--- src/rtl/dsp_pkg.sv ---
// Shared DSP definitions: default sample/accumulator widths and
// signed saturation limits for an arbitrary width.
package dsp_pkg;

  localparam int unsigned DATA_W_DEF = 8;
  localparam int unsigned ACC_W_DEF  = 12;

  // Largest signed value representable in w bits.
  function automatic logic signed [63:0] sat_max(input int unsigned w);
    return (64'sd1 <<< (w - 1)) - 64'sd1;
  endfunction

  // Smallest signed value representable in w bits.
  function automatic logic signed [63:0] sat_min(input int unsigned w);
    return -(64'sd1 <<< (w - 1));
  endfunction

endpackage

--- src/rtl/complex_accum_if.sv ---
// Sample input and frame-result output handshakes of the complex accumulator.
interface complex_accum_if
  import dsp_pkg::*;
#(
  parameter int unsigned DATA_W = DATA_W_DEF,
  parameter int unsigned ACC_W  = ACC_W_DEF
);

  logic              in_valid;
  logic              in_ready;
  logic [DATA_W-1:0] re_in;
  logic [DATA_W-1:0] im_in;
  logic              out_valid;
  logic              out_ready;
  logic [ACC_W-1:0]  re_out;
  logic [ACC_W-1:0]  im_out;
  logic              ovf_out;

  modport master (
    output in_valid, re_in, im_in, out_ready,
    input  in_ready, out_valid, re_out, im_out, ovf_out
  );

  modport slave (
    input  in_valid, re_in, im_in, out_ready,
    output in_ready, out_valid, re_out, im_out, ovf_out
  );

endinterface

--- src/rtl/complex_accum_sat_add.sv ---
// Signed W + W -> W adder that clamps to the representable range and
// flags when it had to clamp.
module sat_add
  import dsp_pkg::*;
#(
  parameter int unsigned W = ACC_W_DEF
) (
  input  logic signed [W-1:0] i_a,
  input  logic signed [W-1:0] i_b,
  output logic signed [W-1:0] o_sum_c,
  output logic                o_ovf_c
);

  localparam logic signed [W-1:0] MAX_V = W'(sat_max(W));
  localparam logic signed [W-1:0] MIN_V = W'(sat_min(W));

  logic signed [W:0] w_sum;

  assign w_sum = (W+1)'(i_a) + (W+1)'(i_b);

  // One guard bit: disagreement with the result MSB means the true sum left range.
  always_comb begin
    o_ovf_c = w_sum[W] ^ w_sum[W-1];
    o_sum_c = w_sum[W-1:0];
    if (o_ovf_c) begin
      o_sum_c = w_sum[W] ? MIN_V : MAX_V;
    end
  end

endmodule

--- src/rtl/complex_accum.sv ---
// Frame accumulator for complex products: sums LEN accepted samples with
// saturation and hands each frame result out through a one-entry register.
module complex_accum
  import dsp_pkg::*;
#(
  parameter int unsigned DATA_W = DATA_W_DEF,
  parameter int unsigned ACC_W  = ACC_W_DEF,
  parameter int unsigned LEN    = 16,
  parameter int unsigned CNT_W  = 4
) (
  input  logic            clk,
  input  logic            rst_n,
  input  logic            clear,
  complex_accum_if.slave  bus
);

  logic signed [ACC_W-1:0] r_acc_re;
  logic signed [ACC_W-1:0] r_acc_im;
  logic [CNT_W-1:0]        r_cnt;
  logic                    r_ovf;
  logic                    r_out_valid;
  logic signed [ACC_W-1:0] r_re_out;
  logic signed [ACC_W-1:0] r_im_out;
  logic                    r_ovf_out;

  logic signed [ACC_W-1:0] w_re_ext;
  logic signed [ACC_W-1:0] w_im_ext;
  logic signed [ACC_W-1:0] w_sum_re;
  logic signed [ACC_W-1:0] w_sum_im;
  logic                    w_ovf_re;
  logic                    w_ovf_im;
  logic                    w_in_ready;
  logic                    w_accept;
  logic                    w_last;

  assign w_re_ext = ACC_W'($signed(bus.re_in));
  assign w_im_ext = ACC_W'($signed(bus.im_in));

  sat_add #(.W(ACC_W)) u_add_re (
    .i_a     (r_acc_re),
    .i_b     (w_re_ext),
    .o_sum_c (w_sum_re),
    .o_ovf_c (w_ovf_re)
  );

  sat_add #(.W(ACC_W)) u_add_im (
    .i_a     (r_acc_im),
    .i_b     (w_im_ext),
    .o_sum_c (w_sum_im),
    .o_ovf_c (w_ovf_im)
  );

  // Stall only when a result is held and downstream refuses it.
  assign w_in_ready = !r_out_valid || bus.out_ready;
  assign w_accept   = bus.in_valid && w_in_ready && !clear;
  assign w_last     = (r_cnt == CNT_W'(LEN - 1));

  always_ff @(posedge clk) begin
    if (!rst_n) begin
      r_acc_re    <= '0;
      r_acc_im    <= '0;
      r_cnt       <= '0;
      r_ovf       <= 1'b0;
      r_out_valid <= 1'b0;
      r_re_out    <= '0;
      r_im_out    <= '0;
      r_ovf_out   <= 1'b0;
    end else begin
      if (r_out_valid && bus.out_ready) begin
        r_out_valid <= 1'b0;
      end
      // clear restarts the frame but leaves a held result alone.
      if (clear) begin
        r_acc_re <= '0;
        r_acc_im <= '0;
        r_cnt    <= '0;
        r_ovf    <= 1'b0;
      end else if (w_accept) begin
        if (w_last) begin
          r_re_out    <= w_sum_re;
          r_im_out    <= w_sum_im;
          r_ovf_out   <= r_ovf | w_ovf_re | w_ovf_im;
          r_out_valid <= 1'b1;
          r_acc_re    <= '0;
          r_acc_im    <= '0;
          r_cnt       <= '0;
          r_ovf       <= 1'b0;
        end else begin
          r_acc_re <= w_sum_re;
          r_acc_im <= w_sum_im;
          r_cnt    <= r_cnt + CNT_W'(1);
          r_ovf    <= r_ovf | w_ovf_re | w_ovf_im;
        end
      end
    end
  end

  assign bus.in_ready  = w_in_ready;
  assign bus.out_valid = r_out_valid;
  assign bus.re_out    = r_re_out;
  assign bus.im_out    = r_im_out;
  assign bus.ovf_out   = r_ovf_out;

endmodule
--- src/flat_wrapper.sv ---
// flat-port wrapper written by rule: the top's interface ports become plain ports
module complex_accum_flat import dsp_pkg::*;
#(
  parameter int unsigned DATA_W = DATA_W_DEF,
  parameter int unsigned ACC_W  = ACC_W_DEF,
  parameter int unsigned LEN    = 16,
  parameter int unsigned CNT_W  = 4
)
  (clk, rst_n, clear, bus_in_valid, bus_re_in, bus_im_in, bus_out_ready, bus_in_ready, bus_out_valid, bus_re_out, bus_im_out, bus_ovf_out);
  complex_accum_if #(.DATA_W(DATA_W), .ACC_W(ACC_W)) bus_i ();
  input  logic clk;
  input  logic rst_n;
  input  logic clear;
  input wire logic [$bits(bus_i.in_valid)-1:0] bus_in_valid;
  input wire logic [$bits(bus_i.re_in)-1:0] bus_re_in;
  input wire logic [$bits(bus_i.im_in)-1:0] bus_im_in;
  input wire logic [$bits(bus_i.out_ready)-1:0] bus_out_ready;
  output wire logic [$bits(bus_i.in_ready)-1:0] bus_in_ready;
  output wire logic [$bits(bus_i.out_valid)-1:0] bus_out_valid;
  output wire logic [$bits(bus_i.re_out)-1:0] bus_re_out;
  output wire logic [$bits(bus_i.im_out)-1:0] bus_im_out;
  output wire logic [$bits(bus_i.ovf_out)-1:0] bus_ovf_out;
  assign bus_i.in_valid = bus_in_valid;
  assign bus_i.re_in = bus_re_in;
  assign bus_i.im_in = bus_im_in;
  assign bus_i.out_ready = bus_out_ready;
  assign bus_in_ready = bus_i.in_ready;
  assign bus_out_valid = bus_i.out_valid;
  assign bus_re_out = bus_i.re_out;
  assign bus_im_out = bus_i.im_out;
  assign bus_ovf_out = bus_i.ovf_out;
  complex_accum #(.DATA_W(DATA_W), .ACC_W(ACC_W), .LEN(LEN), .CNT_W(CNT_W)) u_core (.clk(clk), .rst_n(rst_n), .clear(clear), .bus(bus_i));
endmodule
--- config.mk ---
export PLATFORM = sky130hd
export DESIGN_NAME = complex_accum_flat
export DESIGN_NICKNAME = d
export VERILOG_FILES = /design/src/rtl/dsp_pkg.sv /design/src/rtl/complex_accum_if.sv /design/src/rtl/complex_accum_sat_add.sv /design/src/rtl/complex_accum.sv /design/src/flat_wrapper.sv
export SDC_FILE = /design/constraint.sdc
export NUM_CORES = 1
export LEC_CHECK = 0
export BUFFER_PORTS_ARGS = -buffer_cell sky130_fd_sc_hd__buf_2
export CAP_MARGIN = 5
export CORE_ASPECT_RATIO = 0.9
export CORE_UTILIZATION = 45
export CTS_CLUSTER_DIAMETER = 60
export DETAILED_ROUTE_END_ITERATION = 10
export GPL_TIMING_DRIVEN = 0
export MAX_ROUTING_LAYER = met4
export SLEW_MARGIN = 25
export SYNTH_ARGS = -nofsm -noshare
export SYNTH_HDL_FRONTEND = slang
export SYNTH_HIERARCHICAL = 1
export SYNTH_SLANG_ARGS = --single-unit
--- constraint.sdc ---
create_clock -name clk -period 8.45 [get_ports clk]
set_input_delay 0.4225 -clock clk [delete_from_list [all_inputs] [get_ports clk]]
set_output_delay 0.4225 -clock clk [all_outputs]
set_load 0.01 [all_outputs]
==> results of run 1 <==
-- power by group through the flow --
| stage | combinational [mW] | sequential, mW | clock [mW] |
|---|---|---|---|
| finish | 0.110 | 0.265 | 0.152 |
| global route | 0.121 | 0.265 | 0.166 |
| CTS | 0.109 | 0.265 | 0.153 |
| detailed placement | 0.109 | 0.271 | 0 |
| global placement | 0.107 | 0.271 | 0 |
| floorplan | 0.0833 | 0.270 | 0 |
-- flip-flops by register name, summed over array words and instances, names as in the netlist --
signal	flops
u_core/r_cnt	4
u_core/r_acc_im	12
u_core/bus.re_out	12
u_core/r_ovf	1
u_core/bus.im_out	12
u_core/bus.ovf_out	1
u_core/r_acc_re	12
u_core/bus.out_valid	1
-- worst min-delay path, stage by stage --
cell      delay [ns]
buf_2           0.11
clkinv_1        0.14
a21oi_1         0.05
-- placed cells by master (no fill, tap or decap), types with 3 or more instances in the layout --
cell,instances
buf_2,59
a31oi_1,4
o21ai_0,34
o41ai_1,4
buf_6,3
o31ai_1,25
nand3_1,6
nor2_1,11
nor3_1,3
nand4_1,49
a21o_1,8
a21oi_1,63
clkbuf_8,5
nand2b_1,4
nand2_1,9
a21oi_2,6
or4_1,3
maj3_2,18
clkbuf_1,23
dfxtp_1,55
and3_1,3
ha_1,25
xnor2_1,20
inv_1,7
o221ai_2,4
maj3_1,4
-- logic make-up after synthesis --
| kind of cell | after synthesis | synth area share [%] |
|---|---|---|
| XOR/XNOR | 22 | 5.28 |
| flip-flops | 55 | 30.2 |
| AO/OA/AOI/OAI | 158 | 26.9 |
| AND/OR/NAND/NOR | 94 | 14.9 |
| buffers and inverters | 51 | 6.51 |
| adder cells (fa/ha/maj) | 49 | 16.3 |
-- final timing paths --
path / endpoint / slack [ns]
worst max-delay path: u_core/bus.ovf_out$_SDFFE_PN0P_ / 5.25
worst min-delay path: u_core/bus.im_out[11]$_SDFFE_PN0P_ / 0.44
worst max register to register: u_core/bus.ovf_out$_SDFFE_PN0P_ / 5.25
worst min register to register: u_core/bus.im_out[11]$_SDFFE_PN0P_ / 0.47
-- routing by layer --
layer,vias to the layer above,share of wire (%)
met5,-,0
met4,0,0.44
li1,1741,-
met3,7,3.9
met1,1653,51
met2,87,45
-- metrics by stage --
stage / cell area [sq um] / setup WS [ns] / util [%] / hold WS (ns) / cells
detailed placement: 4010 / 5.07 / 52.1 / 0.456 / 572
CTS: 4090 / 5.27 / 53.2 / 0.438 / 580
finish: 4090 / 5.25 / 53.2 / 0.443 / 580
global placement: 4010 / 5.10 / 52.1 / 0.453 / 572
global route: 4090 / 5.10 / 53.2 / 0.467 / 580
floorplan: 3650 / 5.53 / - / 0.445 / 429
-- cell type report --
| cell class | instances | area, sq um | area share (%) |
|---|---|---|---|
| clock buffers | 6 | 72.6 | 1.77 |
| repair buffers | 47 | 235 | 5.75 |
| flip-flops and latches | 55 | 1100 | 26.9 |
| clock inverters | 2 | 12.5 | 0.306 |
| inverters | 9 | 33.8 | 0.826 |
| plain buffers | 42 | 204 | 4.98 |
| multi-input cells | 323 | 2310 | 56.5 |
| well taps | 96 | 120 | 2.94 |
==> metrics.md, run 1 <==
| Metric | Value |
|---|---|
| Vias in the first global route | 3147 |
| Comb power frac | 20.9% |
| Crit Path Max Fanout | 10 |
| Port Buffer Count | 47 |
| Initial Util | 47.4% |
| Crit-path max cell delay | 0.42 ns |
| Worst setup startpoint | u_core/r_acc_re[0]$_SDFFE_PP0P_ |
| CTS tree | yes |
| Grt peak-use layer | met2 |
| Max_cap viols | 0 |
| Clk Latency, worst-skew pair | 0.32 ns |
| Static leakage | 1.59 nW |
| Crit path buf inv count | 1 |
| RSZ-0062 raised after global routing | false |
| CP max-delay cell | fa_1 |
| Total vias in the final route | 3488 |
| Measured slew at the worst slew-check pin | 0.578 ns |
| Type of the worst setup path | reg -> reg |
| Area Overhead vs Synth | 12.1% |
| CTS clock-pin slew for the worst setup and hold paths | 0.11 ns |
| Ys Warns | 6 |
| Worst Path Required | 8.66 ns |
| Core Area | 0.00769 sq mm |
| Slew Viols, Final | 0 |
| Pwr Density | 129 mW/mm^2 |
| Fillers | 757 |
| Final period util | 37.8% |
| Clock Power Share | 28.9% |
| First-pass GRT wire length | 16300 microns |
| Top post-synthesis cells by area | dfxtp_1 (30%), a21oi_1 (8.6%), ha_1 (8.6%) |
| Hold Crit Depth | 3 |
| Library cells used by synthesis | 41 |
| Drt pass-1 iters | 4 |
| Total Power | 0.527 mW |
| Synth Register Bits | 55 |
| Setup TNS | 0 ns |
| Final WL | 10000 microns |
| Ratio of cells with drive above 1 in the final layout | 20.9% |
| Number of synthesized flops with an enable pin | 0 |
| Drt initial violations | 212 |
| # setup viols final | 0 |
| Minimum clock period | 3.20 ns |
| Most used cell, CP | a21oi_2 |
| DR vias/cell | 6.01 |
| DR WL/cell | 17.3 microns |
| Hold Vio Cnt, Final | 0 |
| CP endpoint kind | flip-flop |
| P_int | 0.368 mW |
| Die Ht | 87.5 microns |
| Crit path DAT | 3.41 ns |
| Clk root buf | clkbuf_8 |
| Top_reg_cell synth | dfxtp_1 |
| Die area | 0.00848 sq mm |
| CP Depth | 12 |
| Final Skew | 0.0120 ns |
| Syn avg cell area | 8.51 sq um |
| Initial antenna violation count | 0 |
| Status | finished clean |
| Synth Instances | 429 |
| Min-delay src | rst_n |
| Switching power share of the total | 30.2% |
| Largest net degree at the start of global routing | 17 |
| Reg2Reg Depth | 12 |
| Delay-heaviest family, CP | compound AO/OA/AOI/OAI gates |
| Grt total ovfl | 0 |
| Commonest cells post-synth | a21oi_1 (63), dfxtp_1 (55), nand4_1 (49) |
| Dpl hpwl | 7510 microns |
| Post-Syn Area | 0.00365 sq mm |
| Total CTS buffers | 5 |
| R2R Path Start | u_core/r_acc_re[0]$_SDFFE_PP0P_ |
| # resized after CTS | 0 |
| Die Wd | 96.9 microns |
| Max Clock Freq | 0.313 GHz |
| # hold bufs at CTS | 0 |
| Reg power frac | 50.2% |
| VDD IR-drop max | 0.0630 mV |
| Most common cell in the synthesized netlist | a21oi_1 |
| Type of origin of the critical path | flip-flop |
| DR DRC count | 0 |
| Rows | 30 |
| Final layout net count | 531 |
| Met3 usage | 2.73% |
| Net switching power | 0.159 mW |
| Ant diodes | 0 |
| GPL Wtd Cong | 0.793 |
| Max_slew headroom | 61.4% |
| Largest area contributor in the netlist | dfxtp_1 |
| # IOs | 48 |
| Synth top area share | 30.2% |
| Async SR Flop Fraction | 0% |
| GRT Total Usage | 24.6% |
| Sequential-to-total area share from yosys stat | 30.2% |
| Clock Tree Buf Depth | 2 |
| Clock sinks | 55 |
| Met2 usage | 37.6% |
| Number of post-CTS setup repair buffers | 0 |
| Met1 GRT Util | 35.5% |
| Worst hold path type | in -> reg |
| ANT nets after route | 0 |
| Syn nets | 477 |
| H-tree Lvls | 2 |
| CP cell instances | ha_1, fa_1, a21o_1, a21oi_2, a21oi_2, a31oi_1, o221ai_2, buf_4, xnor2_1, or3_1, nor4_1, nor3_1 |
Power figures use the tool's default switching activity.
==> inputs of run 2 (changes only) <==
==> constraint.sdc (replaced) <==
create_clock -name clk -period 3 [get_ports clk]
set_input_delay 0.15 -clock clk [delete_from_list [all_inputs] [get_ports clk]]
set_output_delay 0.15 -clock clk [all_outputs]
set_load 0.01 [all_outputs]
==> metrics.md, run 2 (same netlist as run 1, synthesis figures left out) <==
| Metric | Value |
|---|---|
| Grt total ovfl | 0 |
| Clock sinks | 55 |
| Initial Util | 47.4% |
| Most common cell after layout, fill and taps aside | a21oi_1 |
| Die Wd | 96.9 microns |
| Design area | 0.00421 sq mm |
| Crit Path Max Fanout | 8 |
| Ratio of cells with drive above 1 in the final layout | 22.9% |
| Max_slew headroom | 62.0% |
| Pwr Density | 356 mW/mm^2 |
| Die Ht | 87.5 microns |
| Net switching power | 0.449 mW |
| Total CTS buffers | 5 |
| Final design utilization | 54.7% |
| Max_cap viols | 0 |
| Minimum clock period | 2.91 ns |
| Switching power share of the total | 30.0% |
| Clk Latency, worst-skew pair | 0.32 ns |
| Total vias in the final route | 3534 |
| Largest net degree at the start of global routing | 17 |
| # hold bufs at CTS | 0 |
| Max Clock Freq | 0.344 GHz |
| CTS clock-pin slew for the worst setup and hold paths | 0.10 ns |
| Final layout net count | 537 |
| DR vias/cell | 6.03 |
| Static leakage | 1.63 nW |
| GPL Wtd Cong | 0.793 |
| Most frequent cells in the layout | a21oi_1 (63), buf_2 (59), dfxtp_1 (55), nand4_1 (49), o21ai_0 (34) |
| Crit path DAT | 3.12 ns |
| GRT Total Usage | 24.7% |
| Initial antenna violation count | 0 |
| Post-DP Area | 0.00401 sq mm |
| DR WL/cell | 17.3 microns |
| Die area | 0.00848 sq mm |
| # setup viols final | 0 |
| Comb power frac | 22.2% |
| First-pass GRT wire length | 16400 microns |
| Dpl hpwl | 7510 microns |
| CTS tree | yes |
| H-tree Lvls | 2 |
| Core Area | 0.00769 sq mm |
| CP endpoint kind | flip-flop |
| Status | finished clean |
| Pre-CTS setup slack | -0.171 ns |
| Slew Viols, Final | 0 |
| Placed Instances | 572 |
| Drt pass-1 iters | 4 |
| Final Skew | 0.00995 ns |
| Vias in the first global route | 3161 |
| Total Power | 1.50 mW |
| Finished Layout Cells | 586 |
| R2R Path Start | u_core/r_acc_im[0]$_SDFFE_PP0P_ |
| ANT nets after route | 0 |
| Clock Tree Buf Depth | 2 |
| Worst Path Required | 3.21 ns |
| WHS | 0.178 ns |
| Setup ws final | 0.0934 ns |
| Type of the worst setup path | reg -> reg |
| Final WL | 10200 microns |
| Reg power frac | 49.8% |
| DR DRC count | 0 |
| Final period util | 96.9% |
| Port Buffer Count | 47 |
| Clock Power Share | 28.1% |
| P_int | 1.05 mW |
| Rows | 30 |
| Ant diodes | 0 |
| Clk root buf | clkbuf_8 |
| Drt initial violations | 214 |
| RSZ-0062 raised after global routing | false |
| # IOs | 48 |
| Area Overhead vs Synth | 15.4% |
| Hold Vio Cnt, Final | 0 |
| Setup TNS | 0 ns |
| Type of origin of the critical path | flip-flop |
| VDD IR-drop max | 0.176 mV |
| Fillers | 749 |
| Min-delay src | rst_n |
| Measured slew at the worst slew-check pin | 0.570 ns |
| Worst hold path type | in -> reg |
| Worst setup startpoint | u_core/r_acc_im[0]$_SDFFE_PP0P_ |
-- run 2: changes by cell type in the layout (fill, tap and decap cells not counted), sizes merged --
cell and delta:
buf +6
-- run 2: area by class of cell --
type	count	area (sq um)	share of cell area, %
multi-input combinational	323	2380	56.5
sequential	55	1100	26.1
timing repair buffer	53	280	6.65
buffer	42	211	5.02
tap	96	120	2.85
clock buffer	6	72.6	1.72
inverter	9	33.8	0.802
clock inverter	2	12.5	0.297
-- run 2: timing repair --
item,4_1_cts,5_1_grt
setup endpoints to repair,2,2
buffers inserted,1,5
pin swaps,1,4
gates resized for setup,3,8
-- run 2: path summary, 6_finish.rpt --
check / end / slack [ns] / depth (start not counted)
max reg2reg: u_core/bus.ovf_out$_SDFFE_PN0P_ / 0.09 / 12
min reg2reg: u_core/bus.im_out[11]$_SDFFE_PN0P_ / 0.47 / 2
max: u_core/bus.ovf_out$_SDFFE_PN0P_ / 0.09 / 12
min: u_core/bus.im_out[11]$_SDFFE_PN0P_ / 0.18 / 3
-- run 2: worst max-delay path, stage by stage, from the launching register on --
cell	delay [ns]
dfxtp_1	0.34
ha_1	0.23
fa_1	0.40
a21o_1	0.20
a21oi_2	0.18
a21oi_2	0.12
a31oi_4	0.24
o221ai_4	0.19
buf_6	0.19
xnor2_1	0.12
or3_1	0.34
nor4_2	0.18
nor3_1	0.07
-- run 2: power groups by stage --
stage / registers (mW) / clock network, mW / logic [mW]
final: 0.746 / 0.420 / 0.332
after global routing: 0.748 / 0.467 / 0.363
after CTS: 0.746 / 0.430 / 0.311
after detailed placement: 0.763 / 0 / 0.306
after global placement: 0.763 / 0 / 0.302
after floorplan: 0.761 / 0 / 0.235
-- run 2: metal layers --
metal | up-vias | track usage, % | routed length [microns]
met5 | - | - | 0
met2 | 102 | 37.6 | 4480
met1 | 1674 | 35.6 | 5150
met3 | 7 | 2.81 | 485
met4 | 0 | 4.21 | 43
li1 | 1751 | - | -
==> inputs of run 3 (changes only) <==
==> constraint.sdc (replaced) <==
create_clock -name clk -period 3 [get_ports clk]
set_input_delay 0.6 -clock clk [delete_from_list [all_inputs] [get_ports clk]]
set_output_delay 0.6 -clock clk [all_outputs]
set_load 0.01 [all_outputs]
==> metrics.md, run 3 (same netlist as run 1, synthesis figures left out) <==
| Metric | Value |
|---|---|
| Status | finished clean |
| Reg2Reg Setup Slack | 0.08 ns |
| Clock Power Share | 29.6% |
| Die Ht | 87.5 microns |
| Initial antenna violation count | 0 |
| Pwr Density | 362 mW/mm^2 |
| Die area | 0.00848 sq mm |
| Grt total ovfl | 0 |
| Final layout net count | 532 |
| Switching power share of the total | 29.6% |
| ANT nets after route | 0 |
| Ant diodes | 0 |
| # IOs | 48 |
| Grt peak-use layer | met2 |
| Worst hold path type | reg -> reg |
| Final WL | 10000 microns |
| Comb power frac | 21.2% |
| H-tree Lvls | 2 |
| Port Buffer Count | 47 |
| Core Area | 0.00769 sq mm |
| First-pass GRT wire length | 16300 microns |
| Area Overhead vs Synth | 14.5% |
| Max_slew headroom | 64.3% |
| Max Clock Freq | 0.342 GHz |
| Final design utilization | 54.3% |
| Met1 GRT Util | 33.9% |
| Total vias in the final route | 3494 |
| Ratio of cells with drive above 1 in the final layout | 22.1% |
| Measured slew at the worst slew-check pin | 0.535 ns |
| Slew Viols, Final | 0 |
| Crit path DAT | 3.15 ns |
| Type of origin of the critical path | input pin |
| Initial Util | 47.4% |
| Final Skew | 0.0154 ns |
| CTS tree | yes |
| Most frequent cells in the layout | a21oi_1 (63), buf_2 (59), dfxtp_1 (55), nand4_1 (49), o21ai_0 (34) |
| Static leakage | 1.60 nW |
| DR DRC count | 0 |
| P_int | 1.07 mW |
| RSZ-0062 raised after global routing | false |
| Drt pass-1 iters | 4 |
| Met3 usage | 2.81% |
| Hold Vio Cnt, Final | 0 |
| Net switching power | 0.448 mW |
| # setup viols final | 0 |
| Dpl hpwl | 7500 microns |
| Largest net degree at the start of global routing | 18 |
| Met2 usage | 38.3% |
| Minimum clock period | 2.93 ns |
| GPL Wtd Cong | 0.785 |
| Clk root buf | clkbuf_8 |
| DR vias/cell | 6.01 |
| Drt initial violations | 222 |
| Vias in the first global route | 3270 |
| Reg power frac | 49.2% |
| GRT Total Usage | 24.5% |
| Worst Path Required | 3.22 ns |
| # hold bufs at CTS | 0 |
| Final period util | 97.5% |
| Type of the worst setup path | in -> reg |
| Rows | 30 |
| WHS | 0.472 ns |
| Clock sinks | 55 |
| Clock Tree Buf Depth | 2 |
| Die Wd | 96.9 microns |
| VDD IR-drop max | 0.186 mV |
| Max_cap viols | 0 |
| DR WL/cell | 17.2 microns |
| Most common cell after layout, fill and taps aside | a21oi_1 |
| CP endpoint kind | flip-flop |
| Total CTS buffers | 5 |
| CTS clock-pin slew for the worst setup and hold paths | 0.11 ns |
| Clk Latency, worst-skew pair | 0.32 ns |
| Crit Path Max Fanout | 10 |
## run 3: final cells by class
cell class                 count  area, sq um
fill                         746         3510
clock inverter                 2         16.3
multi-input combinational    323         2370
clock buffer                   6         82.6
buffer                        42          211
sequential                    55         1100
timing repair buffer          48          243
inverter                       9         33.8
tap                           96          120
## run 3: power groups by stage
stage	clock [mW]	combinational [mW]	sequential, mW
floorplan	0	0.236	0.761
global placement	0	0.303	0.763
detailed placement	0	0.307	0.763
CTS	0.454	0.309	0.746
global route	0.484	0.354	0.747
finish	0.448	0.321	0.746
## run 3: path summary, 6_finish.rpt
kind | end | cells after the start | startpoint
worst min register to register | u_core/bus.re_out[7]$_SDFFE_PN0P_ | 2 | u_core/bus.re_out[7]$_SDFFE_PN0P_
worst max register to register | u_core/bus.ovf_out$_SDFFE_PN0P_ | 12 | u_core/r_acc_im[0]$_SDFFE_PP0P_
worst max-delay path | u_core/bus.ovf_out$_SDFFE_PN0P_ | 13 | bus_im_in[0]
worst min-delay path | u_core/bus.re_out[7]$_SDFFE_PN0P_ | 2 | u_core/bus.re_out[7]$_SDFFE_PN0P_
## run 3: timing repair
| action | CTS | global route |
|---|---|---|
| pin swaps | 0 | 2 |
| setup buffers | 0 | 1 |
| endpoints found under the hold margin | 0 | 0 |
| endpoints found under the setup margin | 1 | 2 |
| gates resized for setup | 1 | 7 |
## run 3: layer usage
layer | share of wire [%] | vias to the layer above
li1 | - | 1735
met1 | 50 | 1658
met2 | 44 | 92
met3 | 4.7 | 9
met4 | 0.99 | 0
met5 | 0 | -
## run 3: worst max-delay path, stage by stage
cell      delay, ns
buf_2          0.10
ha_1           0.21
fa_1           0.41
a21o_1         0.21
a21oi_2        0.20
a21oi_2        0.12
a31oi_4        0.23
o221ai_4       0.18
buf_6          0.19
xnor2_1        0.13
or3_1          0.34
nor4_2         0.16
nor3_1         0.07
## run 3: through the flow
step	cell area [sq um]	TNS (ns)	instances	total power, mW	setup slack [ns]
floorplan	3660	0	429	0.997	0.00863
global placement	4020	-4.43	572	1.07	-0.392
detailed placement	4020	-4.81	572	1.07	-0.386
CTS	4120	0	580	1.51	0.00979
global route	4180	0	581	1.58	0.00281
finish	4180	0	581	1.52	0.0742
